**src/rtl/sram_tdp.sv**
```systemverilog
// True dual-port synchronous RAM with configurable read-during-write behaviour,
// optional output register stage and a post-reset zero-fill sequencer.
module sram_tdp #(
    parameter int ADDR_WIDTH     = 8,
    parameter int DATA_WIDTH     = 34,
    parameter int DEPTH          = 8,
    parameter int RDW_MODE       = 0,
    parameter int OUT_REG        = 0,
    parameter int CLEAR_ON_RESET = 1
) (
    input  logic                  clk,
    input  logic                  rst,
    input  logic                  en_a,
    input  logic                  we_a,
    input  logic [ADDR_WIDTH-1:0] addr_a,
    input  logic [DATA_WIDTH-1:0] data_a,
    output logic [DATA_WIDTH-1:0] q_a,
    output logic                  valid_a,
    input  logic                  en_b,
    input  logic                  we_b,
    input  logic [ADDR_WIDTH-1:0] addr_b,
    input  logic [DATA_WIDTH-1:0] data_b,
    output logic [DATA_WIDTH-1:0] q_b,
    output logic                  valid_b,
    output logic                  busy,
    output logic                  collision
);

    localparam int IDX_W = (DEPTH > 1) ? $clog2(DEPTH) : 1;
    localparam logic [ADDR_WIDTH:0]   DEPTH_W = (ADDR_WIDTH+1)'(DEPTH);
    localparam logic [ADDR_WIDTH-1:0] LAST    = ADDR_WIDTH'(DEPTH - 1);

    typedef enum logic {
        IDLE  = 1'b0,
        CLEAR = 1'b1
    } state_t;

    state_t                state, state_next;
    logic [ADDR_WIDTH-1:0] cnt, cnt_next;

    logic [DATA_WIDTH-1:0] mem [DEPTH];

    logic                  accept_a, accept_b;
    logic                  in_a, in_b;
    logic [IDX_W-1:0]      idx_a, idx_b;
    logic                  wr_a, wr_b;
    logic                  coll;
    logic [DATA_WIDTH-1:0] rdata_a, rdata_b;

    logic                  p_v_a, p_v_b;
    logic [DATA_WIDTH-1:0] p_q_a, p_q_b;

    // ---------------- clear sequencer ----------------
    always_ff @(posedge clk) begin
        if (rst) begin
            state <= (CLEAR_ON_RESET != 0) ? CLEAR : IDLE;
            cnt   <= '0;
        end else begin
            state <= state_next;
            cnt   <= cnt_next;
        end
    end

    // Counter parks on the last word instead of wrapping.
    always_comb begin
        state_next = state;
        cnt_next   = cnt;
        case (state)
            IDLE: ;
            CLEAR: begin
                if (cnt == LAST) state_next = IDLE;
                else             cnt_next   = cnt + 1'b1;
            end
            default: state_next = IDLE;
        endcase
    end

    assign busy = (state == CLEAR);

    // ---------------- request decode ----------------
    assign accept_a = en_a & ~busy & ~rst;
    assign accept_b = en_b & ~busy & ~rst;
    assign in_a     = ({1'b0, addr_a} < DEPTH_W);
    assign in_b     = ({1'b0, addr_b} < DEPTH_W);
    assign idx_a    = addr_a[IDX_W-1:0];
    assign idx_b    = addr_b[IDX_W-1:0];

    // Port A wins a same-address write/write; B's write is suppressed.
    assign coll = accept_a & we_a & accept_b & we_b & (addr_a == addr_b);
    assign wr_a = accept_a & we_a & in_a;
    assign wr_b = accept_b & we_b & in_b & ~(wr_a & (addr_a == addr_b));

    // Array reads see the pre-edge contents, which gives old data cross-port.
    always_comb begin
        rdata_a = '0;
        if (in_a) begin
            if (we_a && RDW_MODE == 0) rdata_a = data_a;
            else                       rdata_a = mem[idx_a];
        end
    end

    always_comb begin
        rdata_b = '0;
        if (in_b) begin
            if (we_b && RDW_MODE == 0) rdata_b = data_b;
            else                       rdata_b = mem[idx_b];
        end
    end

    // ---------------- storage ----------------
    always_ff @(posedge clk) begin
        if (state == CLEAR) begin
            mem[cnt[IDX_W-1:0]] <= '0;
        end else begin
            if (wr_a) mem[idx_a] <= data_a;
            if (wr_b) mem[idx_b] <= data_b;
        end
    end

    // ---------------- response pipeline ----------------
    always_ff @(posedge clk) begin
        if (rst) begin
            p_v_a     <= 1'b0;
            p_v_b     <= 1'b0;
            p_q_a     <= '0;
            p_q_b     <= '0;
            valid_a   <= 1'b0;
            valid_b   <= 1'b0;
            q_a       <= '0;
            q_b       <= '0;
            collision <= 1'b0;
        end else begin
            collision <= coll;
            p_v_a     <= accept_a;
            p_v_b     <= accept_b;
            if (accept_a) p_q_a <= rdata_a;
            if (accept_b) p_q_b <= rdata_b;
            if (OUT_REG != 0) begin
                valid_a <= p_v_a;
                valid_b <= p_v_b;
                if (p_v_a) q_a <= p_q_a;
                if (p_v_b) q_b <= p_q_b;
            end else begin
                valid_a <= accept_a;
                valid_b <= accept_b;
                if (accept_a) q_a <= rdata_a;
                if (accept_b) q_b <= rdata_b;
            end
        end
    end

endmodule

```
**config.mk**
```make
export PLATFORM = sky130hd
export DESIGN_NAME = sram_tdp
export DESIGN_NICKNAME = d
export VERILOG_FILES = /design/src/rtl/sram_tdp.sv
export SDC_FILE = /design/constraint.sdc
export NUM_CORES = 1
export LEC_CHECK = 0
export BUFFER_PORTS_ARGS = -buffer_cell sky130_fd_sc_hd__buf_2
export CORE_UTILIZATION = 60
export DETAILED_ROUTE_END_ITERATION = 10
export HOLD_SLACK_MARGIN = 0.1
export PLACE_DENSITY = 0.89
export RECOVER_POWER = 50
export SLEW_MARGIN = 20
export SYNTH_ARGS = -nofsm -noshare
export SYNTH_HDL_FRONTEND = slang
export SYNTH_SLANG_ARGS = --single-unit
```
**constraint.sdc**
```tcl
create_clock -name clk -period 9.3 [get_ports clk]
set_input_delay 0.93 -clock clk [delete_from_list [all_inputs] [get_ports clk]]
set_output_delay 0.93 -clock clk [all_outputs]
set_load 0.005 [all_outputs]
```
==> results of run 1 <==
Yosys cell counts, drive strengths merged (2+ instances only):
cell type	count
nor2	54
nor4	4
o21ai	19
nor3b	2
a221o	16
inv	4
or3	3
clkbuf	114
a21oi	21
a2111oi	7
o32ai	280
nand2b	4
a22oi	18
and3	3
mux2i	34
a211oi	2
nand3	16
edfxtp	272
nand4	4
dfxtp	80
o31ai	8
buf	69
o22ai	26
a31oi	4
nand4b	34
xor2	13
nor2b	2
nor3	5
or4	3
or4b	3
mux4	136
nand2	112
a21boi	34
layer usage:
metal / up-vias / wire length (um) / part of all wire
met5: - / 0 / 0
met2: 1893 / 28600 / 0.44
met3: 505 / 10700 / 0.16
li1: 6220 / - / -
met4: 0 / 5170 / 0.080
met1: 7568 / 20200 / 0.31
area by class of cell:
type                            count  area (um2)
Antenna cell                        1        2.50
Clock buffer                       47         973
Clock inverter                     20         300
Fill cell                        1982        9690
Inverter                            4        16.3
Multi-Input combinational cell    877        8630
Sequential cell                   352        9770
Tap cell                          396         495
Timing Repair Buffer              201        1040
sequential cells by signal, summed over array words and instances (netlist names):
register and count:
q_a 34, cnt 8, q_b 34, collision 1, valid_b 1, mem 272, valid_a 1, busy 1
per-stage QoR:
step / setup slack, ps / hold WS [ps] / total power, uW
floorplan: 2360 / 471 / 2030
global placement: 4390 / 460 / 2140
detailed placement: 4280 / 467 / 2160
CTS: 4740 / 484 / 3700
global route: 2350 / 499 / 3790
finish: 2280 / 490 / 3730
worst paths after layout:
check | start | to | cells after the start | slack, ps
hold reg to reg | q_b[19]$_SDFFE_PP0N_ | q_b[19]$_SDFFE_PP0N_ | 2 | 490
setup / recovery | rst | mem[7][2]$_DFFE_PP_ | 7 | 2280
hold / removal | q_b[19]$_SDFFE_PP0N_ | q_b[19]$_SDFFE_PP0N_ | 2 | 490
setup reg to reg | busy$_SDFF_PP1_ | mem[7][2]$_DFFE_PP_ | 5 | 4150
worst max-delay path, stage by stage:
cell       delay, ps
buf_2             70
clkbuf_1        2260
nand4bb_1        910
or4_1           2420
a211oi_4         -40
buf_4            470
o32ai_1          250
power groups by stage:
stage / clock network, uW / registers [uW] / logic [uW]
global route: 1640 / 1790 / 358
detailed placement: 0 / 1820 / 337
floorplan: 0 / 1810 / 225
global placement: 0 / 1810 / 326
finish: 1590 / 1790 / 349
CTS: 1580 / 1790 / 341
cell families after synthesis:
family / after synthesis / share of synthesized area
and+or+nand+nor: 255 / 0.0670
muxes: 170 / 0.179
xor gates and xnor gates: 13 / 0.00597
AOI/OAI and AO/OA: 438 / 0.193
adders and majority gates: 1 / 0.000656
buffers and inverters: 187 / 0.0421
DFF: 352 / 0.513
==> impl_metrics.env, run 1 <==
export IMPL_via_per_inst=8.53
export IMPL_die_height_um=180
export IMPL_clk_pin_slew_ps=70
export IMPL_cts_buffers=37
export IMPL_grt_overflow_total=0
export IMPL_synthFlopType="edfxtp_1"
export IMPL_synth_warnings=0
export IMPL_drtIter0Drc=2867
export IMPL_yosysSeqAreaShare=0.513
export IMPL_ys_ff_latch=352
export IMPL_p_int_uw=2840
export IMPL_startpoint_type="primary input"
export IMPL_yosys_top_cells_area="edfxtp_1, mux4_2, o32ai_1, dfxtp_1, clkbuf_1"
export IMPL_power_frac_seq=0.480
export IMPL_synth_top_area_share=0.428
export IMPL_clock_skew_ps=28.2
export IMPL_ant_nets=0
export IMPL_place_area_mm2=0.0201
export IMPL_p_sw_frac=0.238
export IMPL_tightest_slew_ps=3220
export IMPL_gp_congestion=0.882
export IMPL_placedCellCount=1830
export IMPL_initial_core_util=0.617
export IMPL_power_frac_comb=0.094
export IMPL_synth_edff_count=272
export IMPL_antenna_found_initial=0
export IMPL_area_delta_synth_final_pct=11.3
export IMPL_routedWlPerCell_um=34.0
export IMPL_vias=16200
export IMPL_nets=1564
export IMPL_fin_crit_sh=0.755
export IMPL_violations="max-capacitance violations, max-slew violations"
export IMPL_fmax_mhz=142
export IMPL_ctsResizeCount=0
export IMPL_drt_wl_total_um=64600
export IMPL_clkSinkCount=352
export IMPL_grt_use_total=0.395
export IMPL_met3_usage=0.116
export IMPL_status="finished, violations left"
export IMPL_clockRootBuffer="clkbuf_16"
export IMPL_synth_cell_type_count=50
export IMPL_hold_viol=0
export IMPL_drcViolationCount=0
export IMPL_grt_pass1_wl_um=97300
export IMPL_clk_latency_ps=540
export IMPL_p_leak_uw=0.00665
export IMPL_synth_cell_area_mm2=0.0191
export IMPL_vdd_drop_max_mv=0.113
export IMPL_rsz0062_at_grt="no"
export IMPL_core_area_mm2=0.0309
export IMPL_worstHoldPathType="register to register"
export IMPL_p_clk_frac=0.426
export IMPL_most_common_layout_cells="o32ai_1, edfxtp_1, mux4_2"
export IMPL_critical_path_class="primary input to register"
export IMPL_worst_ep_arrival_time_ps=7300
export IMPL_cts_tree="done"
export IMPL_avgSynthCellArea_um2=13.5
export IMPL_design_area_mm2=0.0212
export IMPL_postCtsSetupBuffers=0
export IMPL_fin_crit_ps=7020
export IMPL_first_pass_iters=7
export IMPL_ios=162
export IMPL_cts_max_level=2
export IMPL_syn_num_nets=1507
export IMPL_slew_viol_final=311
export IMPL_grtUsageMet2=0.594
export IMPL_hpwl_um=34000
export IMPL_grt_max_degree=114
export IMPL_maxCapViolCount=10
export IMPL_power_density_mw_per_mm2=176
export IMPL_tns_ps=0
export IMPL_postSynth_asyncResetShare=0
export IMPL_setup_violations=0
export IMPL_p_switching_uw=889
export IMPL_dieWidth_um=180
export IMPL_port_buffers=161
export IMPL_layout_drive_gt1_share=0.247
export IMPL_synth_largest_area_cell="edfxtp_1"
export IMPL_use_met1=0.498
export IMPL_die_area_mm2=0.0325
export IMPL_busiest_layer="met2"
export IMPL_cts_hold_buf=0
export IMPL_rows=64
export IMPL_grt_pass1_vias=16400
export IMPL_syn_inst=1416
export IMPL_cts_path_max_buffers=3
export IMPL_crit_fanout=60
export IMPL_fin_cells=1898
export IMPL_cp_required_ps=9580
export IMPL_slew_headroom=-1.15
export IMPL_end_kind="register"
export IMPL_final_common_cell="o32ai_1"
export IMPL_final_util=0.687
(Power assumes the default switching activity.)
==> run 2: changes to the inputs <==
==> constraint.sdc (replaced) <==
create_clock -name clk -period 6.56 [get_ports clk]
set_input_delay 0.656 -clock clk [delete_from_list [all_inputs] [get_ports clk]]
set_output_delay 0.656 -clock clk [all_outputs]
set_load 0.005 [all_outputs]
==> run 2 against run 1 <==
Net effect:
- core utilization decreased by 0.097 points
- sequential share of layout area increased by 0.065 points
- sequential power increased by 42%
- count of clock-buffer cells in the layout increased by 8
- largest cell class unchanged
- clock power increased by 34%
- die area unchanged
- register-to-register slack got worse by 1800 ps
- critical path depth unchanged
- worst hold slack got worse by 95 ps
- sequential cell count unchanged
- the flow still finishes with violations (max-capacitance violations, max-slew violations)
- design area decreased by 0.14%
==> impl_metrics.env, run 2 (synthesis results as in run 1) <==
export IMPL_die_area_mm2=0.0325
export IMPL_fin_cells=1899
export IMPL_dieWidth_um=180
export IMPL_fin_crit_sh=0.819
export IMPL_clkSinkCount=352
export IMPL_die_height_um=180
export IMPL_tns_ps=0
export IMPL_rows=64
export IMPL_rsz0062_at_grt="no"
export IMPL_postCtsSetupBuffers=0
export IMPL_top_regs="mem (272), q_a (34), q_b (34)"
export IMPL_r2r_start="busy$_SDFF_PP1_"
export IMPL_power_density_mw_per_mm2=244
export IMPL_final_util=0.686
export IMPL_cts_buffers=38
export IMPL_ios=162
export IMPL_cp_required_ps=6980
export IMPL_largest_register_ffs=272
export IMPL_hpwl_um=34900
export IMPL_antenna_cells=0
export IMPL_worstHoldPathType="primary input to register"
export IMPL_core_area_mm2=0.0309
export IMPL_r2r_end="mem[3][17]$_DFFE_PP_"
export IMPL_initial_core_util=0.617
export IMPL_hold_path_cell_count=2
export IMPL_path_cells="clkbuf_1 > clkbuf_1 > nor4bb_4 > clkbuf_1 > nand4b_1 > a21boi_0 > o32ai_1"
export IMPL_critPathTopFamily="buffers and inverters"
export IMPL_cts_hold_buf=0
export IMPL_drt_wl_total_um=66100
export IMPL_hp_start="data_b[13]"
export IMPL_fmax_mhz=186
export IMPL_hold_viol=0
export IMPL_grt_pass1_wl_um=99200
export IMPL_worst_ep_arrival_time_ps=5790
export IMPL_most_common_layout_cells="o32ai_1, edfxtp_1, mux4_2"
export IMPL_tightest_slew_ps=2460
export IMPL_crit_fanout=40
export IMPL_area_delta_synth_final_pct=11.2
export IMPL_slew_viol_final=115
export IMPL_grt_overflow_total=0
export IMPL_routedWlPerCell_um=34.8
export IMPL_antenna_found_initial=0
export IMPL_multiInputGateArea_mm2=0.00867
export IMPL_critPathMaxStageDelay_ps=1790
export IMPL_final_common_cell="o32ai_1"
export IMPL_preCtsSetupSlack_ps=2170
export IMPL_first_pass_iters=6
export IMPL_grt_pass1_vias=16800
export IMPL_fin_crit_ps=5370
export IMPL_violations="max-capacitance violations, max-slew violations"
export IMPL_cts_path_max_buffers=3
export IMPL_clockRootBuffer="clkbuf_16"
export IMPL_nFillCells=1995
export IMPL_via_per_inst=8.63
export IMPL_vias=16400
export IMPL_seqCellArea_mm2=0.00977
export IMPL_drtIter0Drc=3655
export IMPL_gp_congestion=0.900
export IMPL_r2r_cells=4
export IMPL_critical_path_class="primary input to register"
export IMPL_grt_max_degree=185
export IMPL_port_buffers=161
export IMPL_cts_tree="done"
export IMPL_clk_pin_slew_ps=60
export IMPL_r2r_slack_ps=2400
export IMPL_placedCellCount=1830
export IMPL_maxCapViolCount=3
export IMPL_max_flop_register="mem"
export IMPL_whs_endpoint="q_b[13]$_SDFFE_PP0N_"
export IMPL_ant_nets=0
export IMPL_drcViolationCount=0
export IMPL_status="finished, violations left"
export IMPL_critical_path_slowest_cell="clkbuf_1"
export IMPL_crit_buf_inv=3
export IMPL_startpoint_type="primary input"
export IMPL_clock_skew_ps=22.3
export IMPL_holdWs_ps=395
export IMPL_clk_latency_ps=550
export IMPL_grt_use_total=0.405
export IMPL_cts_max_level=2
export IMPL_layout_drive_gt1_share=0.242
export IMPL_vdd_drop_max_mv=0.164
export IMPL_nets=1565
export IMPL_slew_headroom=-0.643
export IMPL_cpMostUsedCell="clkbuf_1"
export IMPL_p_leak_uw=0.00659
export IMPL_setup_violations=0
export IMPL_ctsResizeCount=0
export IMPL_setup_ws_ps=1190
export IMPL_end_kind="register"
## run 2: cell count changes in the layout (fill, tap and decap cells not counted), sizes merged
| cell | previous run | this run |
|---|---|---|
| clkbuf | 94 | 109 |
| buf | 154 | 147 |
| bufinv | 7 | 3 |
| clkinv | 8 | 10 |
| clkinvlp | 2 | 0 |
| inv | 7 | 5 |
| diode | 1 | 0 |
## run 2: per-layer routing
| layer | up-vias | track usage | wire length (um) |
|---|---|---|---|
| li1 | 6204 | - | - |
| met1 | 7691 | 0.500 | 19900 |
| met2 | 1992 | 0.607 | 29200 |
| met3 | 501 | 0.142 | 12000 |
| met4 | 2 | 0.264 | 4910 |
| met5 | - | 0.00444 | 39 |
## run 2: area by class of cell
| cell class | count | area share |
|---|---|---|
| Timing Repair Buffer | 201 | 0.0492 |
| Tap cell | 396 | 0.0234 |
| Clock inverter | 14 | 0.00720 |
| Multi-Input combinational cell | 877 | 0.409 |
| Inverter | 4 | 0.000768 |
| Sequential cell | 352 | 0.461 |
| Clock buffer | 55 | 0.0494 |
## run 2: how the worst max path moves through the flow
stage | startpoint | endpoint | slack, ps | cells past startpoint
after CTS | busy$_SDFF_PP1_ | mem[3][17]$_DFFE_PP_ | 2550 | 4
after floorplan | addr_b[6] | mem[7][0]$_DFFE_PP_ | 1330 | 6
after detailed placement | addr_b[1] | mem[3][17]$_DFFE_PP_ | 2170 | 6
final | rst | q_a[23]$_SDFFE_PP0N_ | 1190 | 7
after global placement | addr_b[1] | mem[3][19]$_DFFE_PP_ | 2290 | 6
after global routing | rst | q_a[25]$_SDFFE_PP0N_ | 1200 | 7
## run 2: power by group
part	internal [uW]	leakage [uW]	switching, uW	total [uW]
sequential	2480	0.00301	53.6	2540
clock	1230	0.000585	902	2130
combinational	201	0.00299	303	504
total	3920	0.00659	1260	5180
## run 2: stage by stage
stage / instance area [um2] / total power (uW)
6_report: 21200 / 5180
5_1_grt: 21200 / 5260
4_1_cts: 21300 / 5130
3_5_place_dp: 20100 / 3050
3_3_place_gp: 20100 / 3030
2_1_floorplan: 19100 / 2880
